File: config.mk
export PLATFORM = sky130hd
export DESIGN_NAME = crtc
export DESIGN_NICKNAME = d
export VERILOG_FILES = /design/src/rtl/crtc_pkg.sv /design/src/rtl/crtc_regs.sv /design/src/rtl/crtc.sv
export SDC_FILE = /design/constraint.sdc
export NUM_CORES = 1
export LEC_CHECK = 0
export CAP_MARGIN = 20
export CORE_MARGIN = 2
export CORE_UTILIZATION = 60
export DETAILED_ROUTE_END_ITERATION = 10
export PLACE_DENSITY = 0.78
export SYNTH_ARGS = -nofsm -noshare
export SYNTH_HDL_FRONTEND = slang
export SYNTH_SLANG_ARGS = --single-unit
File: constraint.sdc
create_clock -name clock -period 14 [get_ports clock]
set_input_delay 2.1 -clock clock [delete_from_list [all_inputs] [get_ports clock]]
set_output_delay 2.1 -clock clock [all_outputs]
set_load 0.005 [all_outputs]
File: src/rtl/crtc_pkg.sv
// Shared definitions for the CRT controller: register indices and the
// configuration bundle passed from the register file to the timing core.
package crtc_pkg;

  localparam logic [4:0] R_HTOTAL   = 5'd0;
  localparam logic [4:0] R_HDISP    = 5'd1;
  localparam logic [4:0] R_HSPOS    = 5'd2;
  localparam logic [4:0] R_WIDTHS   = 5'd3;
  localparam logic [4:0] R_VTOTAL   = 5'd4;
  localparam logic [4:0] R_VADJ     = 5'd5;
  localparam logic [4:0] R_VDISP    = 5'd6;
  localparam logic [4:0] R_VSPOS    = 5'd7;
  localparam logic [4:0] R_MODE     = 5'd8;
  localparam logic [4:0] R_MAXRA    = 5'd9;
  localparam logic [4:0] R_CURSTART = 5'd10;
  localparam logic [4:0] R_CUREND   = 5'd11;
  localparam logic [4:0] R_STARTHI  = 5'd12;
  localparam logic [4:0] R_STARTLO  = 5'd13;
  localparam logic [4:0] R_CURHI    = 5'd14;
  localparam logic [4:0] R_CURLO    = 5'd15;

  localparam int unsigned VSYNC_ZERO_LINES = 16;

  typedef struct packed {
    logic [7:0] htotal;
    logic [7:0] hdisp;
    logic [7:0] hspos;
    logic [3:0] vsync_w;
    logic [3:0] hsync_w;
    logic [6:0] vtotal;
    logic [4:0] vadj;
    logic [6:0] vdisp;
    logic [6:0] vspos;
    logic [4:0] maxra;
    logic [4:0] curstart;
    logic [4:0] curend;
    logic [5:0] start_hi;
    logic [7:0] start_lo;
    logic [5:0] cur_hi;
    logic [7:0] cur_lo;
  } crtc_cfg_t;

  localparam int CFG_W = $bits(crtc_cfg_t);

endpackage

File: src/rtl/crtc_regs.sv
// CPU-facing register file: address latch, write decode of R0..R15 and the
// cursor-address readback mux.
module crtc_regs
  import crtc_pkg::*;
(
  input  logic             i_clk,
  input  logic             i_rst,
  input  logic             i_cs,
  input  logic             i_rs,
  input  logic             i_we,
  input  logic [7:0]       i_di,
  output logic [7:0]       o_dout,
  output logic [CFG_W-1:0] o_cfg
);

  logic [4:0] r_addr;
  crtc_cfg_t  r_cfg;

  always_ff @(posedge i_clk or posedge i_rst) begin
    if (i_rst) begin
      r_addr <= '0;
      r_cfg  <= '0;
    end else if (i_cs && i_we) begin
      if (!i_rs) begin
        r_addr <= i_di[4:0];
      end else begin
        // R8 and R16..R31 fall through to the default and are dropped.
        case (r_addr)
          R_HTOTAL:   r_cfg.htotal   <= i_di;
          R_HDISP:    r_cfg.hdisp    <= i_di;
          R_HSPOS:    r_cfg.hspos    <= i_di;
          R_WIDTHS: begin
            r_cfg.hsync_w <= i_di[3:0];
            r_cfg.vsync_w <= i_di[7:4];
          end
          R_VTOTAL:   r_cfg.vtotal   <= i_di[6:0];
          R_VADJ:     r_cfg.vadj     <= i_di[4:0];
          R_VDISP:    r_cfg.vdisp    <= i_di[6:0];
          R_VSPOS:    r_cfg.vspos    <= i_di[6:0];
          R_MAXRA:    r_cfg.maxra    <= i_di[4:0];
          R_CURSTART: r_cfg.curstart <= i_di[4:0];
          R_CUREND:   r_cfg.curend   <= i_di[4:0];
          R_STARTHI:  r_cfg.start_hi <= i_di[5:0];
          R_STARTLO:  r_cfg.start_lo <= i_di;
          R_CURHI:    r_cfg.cur_hi   <= i_di[5:0];
          R_CURLO:    r_cfg.cur_lo   <= i_di;
          default: ;
        endcase
      end
    end
  end

  always_comb begin
    o_dout = '0;
    if (i_rs) begin
      if (r_addr == R_CURHI) begin
        o_dout = {2'b00, r_cfg.cur_hi};
      end else if (r_addr == R_CURLO) begin
        o_dout = r_cfg.cur_lo;
      end
    end
  end

  assign o_cfg = r_cfg;

endmodule

File: src/rtl/crtc.sv
// 6845-style CRT controller core: character/raster/row counters, video
// address generation and registered sync, display-enable and cursor outputs.
module crtc
  import crtc_pkg::*;
#(
  parameter int MA_W = 14,
  parameter int RA_W = 5
) (
  input  logic            clock,
  input  logic            reset,
  input  logic            cce,
  input  logic            cs,
  input  logic            rs,
  input  logic            we,
  input  logic [7:0]      di,
  output logic [7:0]      dout,
  output logic            hSync,
  output logic            vSync,
  output logic            de,
  output logic            cursor,
  output logic [MA_W-1:0] ma,
  output logic [RA_W-1:0] ra
);

  logic [CFG_W-1:0] w_cfg_bits;
  crtc_cfg_t        w_cfg;

  crtc_regs u_regs (
    .i_clk  (clock),
    .i_rst  (reset),
    .i_cs   (cs),
    .i_rs   (rs),
    .i_we   (we),
    .i_di   (di),
    .o_dout (dout),
    .o_cfg  (w_cfg_bits)
  );

  assign w_cfg = crtc_cfg_t'(w_cfg_bits);

  logic [7:0]      r_hc;
  logic [RA_W-1:0] r_ra;
  logic [6:0]      r_row;
  logic            r_adj;
  logic [MA_W-1:0] r_ma;
  logic [MA_W-1:0] r_line_start;
  logic [3:0]      r_hs_cnt;
  logic [4:0]      r_vs_cnt;
  logic            r_de;
  logic            r_hs;
  logic            r_vs;
  logic            r_cur;

  logic            w_eol;
  logic            w_ra_last;
  logic            w_adj_last;
  logic            w_row_end;
  logic            w_frame_end;
  logic            w_enter_adj;
  logic [MA_W-1:0] w_start;
  logic [MA_W-1:0] w_next_ls;
  logic            w_de;
  logic            w_cur;
  logic            w_hs_trig;
  logic [3:0]      w_hs_cur;
  logic            w_vs_trig;
  logic [4:0]      w_vs_len;
  logic [4:0]      w_vs_cur;

  assign w_eol       = (r_hc == w_cfg.htotal);
  assign w_ra_last   = (r_ra == RA_W'(w_cfg.maxra));
  assign w_adj_last  = (r_ra == RA_W'(w_cfg.vadj - 5'd1));
  assign w_row_end   = w_eol && !r_adj && w_ra_last;
  assign w_enter_adj = w_row_end && (r_row == w_cfg.vtotal) && (w_cfg.vadj != 5'd0);
  assign w_frame_end = w_eol && (r_adj ? w_adj_last :
                       (w_ra_last && (r_row == w_cfg.vtotal) && (w_cfg.vadj == 5'd0)));
  assign w_start     = MA_W'({w_cfg.start_hi, w_cfg.start_lo});
  assign w_next_ls   = r_line_start + MA_W'(w_cfg.hdisp);

  assign w_de  = (r_hc < w_cfg.hdisp) && (r_row < w_cfg.vdisp) && !r_adj;
  assign w_cur = w_de && (r_ma == MA_W'({w_cfg.cur_hi, w_cfg.cur_lo})) &&
                 (r_ra >= RA_W'(w_cfg.curstart)) && (r_ra <= RA_W'(w_cfg.curend));

  // Counters hold the number of sync units still to emit, including the current one.
  assign w_hs_trig = (r_hc == w_cfg.hspos) && (w_cfg.hsync_w != 4'd0);
  assign w_hs_cur  = w_hs_trig ? w_cfg.hsync_w : r_hs_cnt;
  assign w_vs_trig = (r_hc == 8'd0) && (r_row == w_cfg.vspos) && (r_ra == '0) && !r_adj &&
                     (r_vs_cnt == 5'd0);
  assign w_vs_len  = (w_cfg.vsync_w == 4'd0) ? 5'(VSYNC_ZERO_LINES) : {1'b0, w_cfg.vsync_w};
  assign w_vs_cur  = w_vs_trig ? w_vs_len : r_vs_cnt;

  always_ff @(posedge clock or posedge reset) begin
    if (reset) begin
      r_hc         <= '0;
      r_ra         <= '0;
      r_row        <= '0;
      r_adj        <= 1'b0;
      r_ma         <= '0;
      r_line_start <= '0;
      r_hs_cnt     <= '0;
      r_vs_cnt     <= '0;
      r_de         <= 1'b0;
      r_hs         <= 1'b0;
      r_vs         <= 1'b0;
      r_cur        <= 1'b0;
    end else if (cce) begin
      r_de     <= w_de;
      r_cur    <= w_cur;
      r_hs     <= (w_hs_cur != 4'd0);
      r_hs_cnt <= (w_hs_cur != 4'd0) ? w_hs_cur - 4'd1 : 4'd0;
      r_vs     <= (w_vs_cur != 5'd0);
      r_vs_cnt <= (w_eol && (w_vs_cur != 5'd0)) ? w_vs_cur - 5'd1 : w_vs_cur;
      if (w_eol) begin
        r_hc <= '0;
        if (w_frame_end) begin
          r_row        <= '0;
          r_ra         <= '0;
          r_adj        <= 1'b0;
          r_line_start <= w_start;
          r_ma         <= w_start;
        end else if (w_row_end) begin
          r_ra         <= '0;
          r_line_start <= w_next_ls;
          r_ma         <= w_next_ls;
          if (w_enter_adj) begin
            r_adj <= 1'b1;
          end else begin
            r_row <= r_row + 7'd1;
          end
        end else begin
          r_ra <= r_ra + RA_W'(1);
          r_ma <= r_line_start;
        end
      end else begin
        r_hc <= r_hc + 8'd1;
        r_ma <= r_ma + MA_W'(1);
      end
    end
  end

  assign hSync  = r_hs;
  assign vSync  = r_vs;
  assign de     = r_de;
  assign cursor = r_cur;
  assign ma     = r_ma;
  assign ra     = r_ra;

endmodule

After elaboration in Yosys (flattened, before gate mapping):

Cells that the tools add are included.

* bits in registers: 168
* output and inout port bits: 31
* word-level logic and storage cells: 136

* $add $sub $neg: 8
* $lt $le $gt $ge: 4
* eq/ne operators: 22
* muxes and demuxes: 21
* bitwise gates (word level): 1
* reductions and logical operators: 51

Operators with widths (number)
* AND reduction 3 bit: 15
* two-way mux 14 bit: 3
* equality test 5 x 4 -> 1 bit, second input constant: 7
* two-way mux 8 bit: 4
* two-way mux 5 bit: 5
* two-way mux 7 bit: 3
* equality test 5 x 3 -> 1 bit, second input constant: 4
* zero test 5 bit: 4
* logical AND 1 bit: 19
* equality test 8 bit: 2
* adder 14 x 1 -> 14 bit, second input constant: 1
* adder 14 x 8 -> 14 bit: 1
* equality test 14 bit: 1
* equality test 7 bit: 2
* equality test 5 x 2 -> 1 bit, second input constant: 2
* equality test 5 bit: 2
* nonzero test 5 bit: 2
* subtractor 5 x 1 -> 5 bit, second input constant: 2
* adder 8 x 1 -> 8 bit, second input constant: 1
* zero test 8 bit: 1
* less-than comparator 8 bit: 1
* two-way mux 4 bit: 2
* AND reduction 4 bit: 2
* nonzero test 4 bit: 2
* other kinds (14): 19

Depth between registers and ports, before layout:

* depth after elaboration: 9
* depth in mapped cells: 15
* mapped depth without buffers: 14

Modules after synthesis:

A second synthesis with hierarchy kept.

* cell total of the unflattened synthesis: 893
* area total of the unflattened synthesis: 9566.7 um^2

By module, submodules not included
* crtc: instances 1, cells an instance 626, area each 5372.7 um^2
* crtc_regs: instances 1, cells an instance 267, area each 4194.0 um^2

Worst setup path after synthesis:

No wires, ideal clock.

* kind: input to output
* from: input port rs
* to: output port dout[0]
* arrival time: 2691 ps
* data required time: 11900 ps
* setup slack: 9209 ps
* stages: 3
* path buffers: 0
* path through: nor2b_1 nand4_1 nor2_1

* word-level cells in the longest chain between the ends: 1

RTL lines
* start, declared: line crtc.sv:13 `input logic rs,`
* two-way mux 8 bit: line crtc_regs.sv:55 `if (i_rs) begin`
* end, declared: line crtc.sv:16 `output logic [7:0] dout,`

Every way passes these cells.

Worst setup path after layout:

* from: input port rs
* to: output port dout[2]

Same word-level chain as after synthesis.

==> summary.md <==
| Metric | Value |
|---|---|
| Library cells used by synthesis | `68` |
| Pins Over Slew Limit | `0` |
| Ys async rst share | `100%` |
| Worst R2R Path Depth | `14` |
| Dpl cells | `1110` |
| Syn Area/Cell | `about 11 sq um` |
| Htree depth | `4` |
| Sw Ratio | `32.3%` |
| Final WL | `22300 microns` |
| Routed Antenna Nets | `0` |
| Reg-to-reg startpoint | `ra[0]` |
| Synthesized Nets | `950` |
| Status | `complete, no violations` |
| Area Growth Syn to Fin | `11.9%` |
| P_sw | `515 uW` |
| Syn Inst Count | `approximately 900` |
| Cell Int Power | `1.08 mW` |
| Placed cell areas | `9940 sq um` |
| Total GRT Usage | `28.2%` |
| Row count | `45` |
| Core box area | `15300 sq um` |
| Worst VDD drop | `between 90 and 100 uV` |
| DRT iter0 DRCs | `445` |
| Worst-margin pin slew | `0.993 ns` |
| Initial antenna violation count | `0` |
| Post-CTS sizing | `0` |
| Final Skew | `0.00900 ns` |
| Critical Path Source Type | `input pin` |
| Hold_buf cts | `0` |
| RSZ-0062 raised after global routing | `no` |
| Largest net degree at the start of global routing | `99` |
| Area taken by multi-input logic gates | `between 4000 and 5000 sq um` |
| Maxcap violations | `0` |
| Worst-Skew Late Latency | `0.43 ns` |
| Crit-path max FO | `8` |
| Die area | `16800 sq um` |
| Min cycle time layout | `about 5.9 ns` |
| N_diodes | `0` |
| Final setup viols | `0` |
| Worst hold start | `r_line_start[8]` |
| Post-synth EDFFs | `0` |
| PwrDens | `151 nW/um^2` |
| Fin cells | `1142` |
| Final worst path period share | `42.0%` |
| Crit path arrival time | `3.78 ns` |
| Clock Power Share | `a little under a third` |
| Gp weighted congestion | `0.898` |
| DRC | `0` |
| Commonest register cell after synthesis | `dfrtp_1` |
| CP required | `11.90 ns` |
| Finished Cell Area | `approximately 11000 sq um` |
| Fmax achieved | `170 MHz` |
| Hpwl dp | `15100 microns` |
| IO buf count | `44` |
| Crit path capture | `dout[2]` |
| Share of cells above drive strength 1 | `16.8%` |
| TritonCTS buffer count | `17` |
| Via/cell ratio | `6.02` |
| Fin nets | `973` |
| FF+latch area | `4200 sq um` |
| Total gr overflow | `0` |
| Vias in the first global route | `6812` |
| CTS max path bufs | `2` |
| R2r endpoint | `r_vs_cnt[3]` |
| Min Hold Slack | `0.490 ns` |
| First-pass GRT wire length | `35900 microns` |
| Sequential share of power | `43.8%` |
| IO Pins | `45` |
| Final hold vios | `0` |
| Worst Hold Class | `flip-flop to flip-flop` |
| Synthesis Warnings | `0` |
| Sink Count | `around 170` |
| Root buffer cell | `clkbuf_16` |
| Die height | `129 microns` |
| Router iterations before antenna repair | `5` |
| Total negative slack | `0 ns` |
| CTS tree | `done` |
| Comb pwr share | `approximately a quarter` |
| Worst Setup SP | `rs` |
| Via count | `6874` |
| Synth Cell Area | `9450 sq um` |
| Starting Density | `61.7%` |
| Clk slew on worst S/H paths | `0.07 ns` |
| # Post-CTS Setup Buffers | `0` |
| Leak pwr | `~5 nW` |
| Routed len/inst | `19.6 microns` |
| Flops & latches, synth | `168` |
| Crit end category | `primary output` |
| Die width | `~130 microns` |
| Pwr Total | `1.60 mW` |
| Worst Setup Path Type | `input pin to primary output` |
| Rel. slew slack | `33.6%` |
| R2R Setup Slk | `10.39 ns` |
| Sequential area share after synthesis | `44.5%` |
| Fill cells | `~1200` |
-- area by class of cell --
class,instances,share of cell area (%)
Clock inverter,13,1.61
Multi-Input combinational cell,641,45.7
Inverter,40,1.47
Timing Repair Buffer,51,4.74
Tap cell,211,2.50
Clock buffer,18,4.16
Sequential cell,168,39.8
-- metal layers --
metal  track usage, %  vias up  share of wire (%)
li1                 -     3227                  -
met1             37.6     3404                 45
met2             45.2      193                 47
met3             5.62       50                4.9
met4             12.3        0                3.2
met5                0        -                  0
-- how the worst min path moves through the flow --
stage,end,slack (ns),depth (start not counted)
floorplan,r_line_start[8],0.45,2
global placement,r_line_start[8],0.46,2
detailed placement,r_line_start[8],0.47,2
CTS,r_line_start[8],0.49,2
global route,cursor,0.50,1
finish,r_line_start[8],0.49,2
-- power by group through the flow --
| stage | clock (mW) | combinational, mW | sequential, mW |
|---|---|---|---|
| 2_1_floorplan | 0 | 0.321 | 0.657 |
| 3_3_place_gp | 0 | 0.392 | 0.701 |
| 3_5_place_dp | 0 | 0.405 | 0.703 |
| 4_1_cts | 0.494 | 0.410 | 0.696 |
| 5_1_grt | 0.514 | 0.458 | 0.710 |
| 6_report | 0.489 | 0.408 | 0.698 |
-- kinds of logic after synthesis --
| logic type | share of synthesized area, % |
|---|---|
| AO/OA/AOI/OAI | 10.8 |
| flip-flops | 44.5 |
| buffers and inverters | 4.33 |
| AND/OR/NAND/NOR | 13.7 |
| XOR/XNOR | 7.70 |
| adder cells (fa/ha/maj) | 5.38 |
| multiplexers | 13.6 |
-- cell usage after synthesis (9+ instances only) --
master | n | area [sq um]
mux2_2 | 96 | 1080
o22ai_1 | 9 | 56.3
clkbuf_1 | 28 | 105
nor3_1 | 14 | 70.1
nor2_1 | 57 | 214
nand4_1 | 20 | 125
nand2b_1 | 10 | 62.6
dfrtp_1 | 168 | 4200
nand3_1 | 22 | 110
nand2_1 | 56 | 210
a21o_1 | 13 | 97.6
a21oi_1 | 25 | 125
inv_1 | 40 | 150
nor4_1 | 12 | 75.1
xor2_1 | 47 | 412
mux2i_1 | 20 | 200
o21ai_0 | 56 | 280
and3_1 | 9 | 56.3
ha_1 | 39 | 488
xnor2_1 | 36 | 315
-- critical path, stage by stage --
cell and delay, ns:
clkdlybuf4s50_1 0.46, nor2b_1 0.24, nand4_1 0.28, nor2_1 0.18, clkdlybuf4s50_1 0.53
-- cell usage in the layout (no fill, tap or decap), types with 14 or more instances in the layout --
master / n
nor2_1: 56
xnor2_1: 36
mux2i_1: 20
dfrtp_1: 168
xor2_1: 47
nand3_1: 22
o21ai_0: 56
nand4_1: 20
nor3_1: 14
a21oi_1: 25
inv_1: 39
clkdlybuf4s50_1: 44
mux2_2: 96
clkbuf_16: 17
ha_1: 39
nand2_1: 56
-- through the flow --
stage / worst slack [ns] / utilization (%)
3_3_place_gp: 8.18 / 64.9
5_1_grt: 7.92 / 69.0
6_report: 8.12 / 69.0
4_1_cts: 8.08 / 68.9
3_5_place_dp: 8.09 / 64.9
2_1_floorplan: 7.35 / -
-- sequential cells by signal, summed over array words and instances (netlist names) --
name           flops
hSync              1
ra                 5
u_regs.o_cfg     101
r_hc               8
r_line_start      14
u_regs.r_addr      5
r_adj              1
r_hs_cnt           4
cursor             1
de                 1
vSync              1
r_row              7
r_vs_cnt           5
ma                14
(Power assumes the default switching activity.)
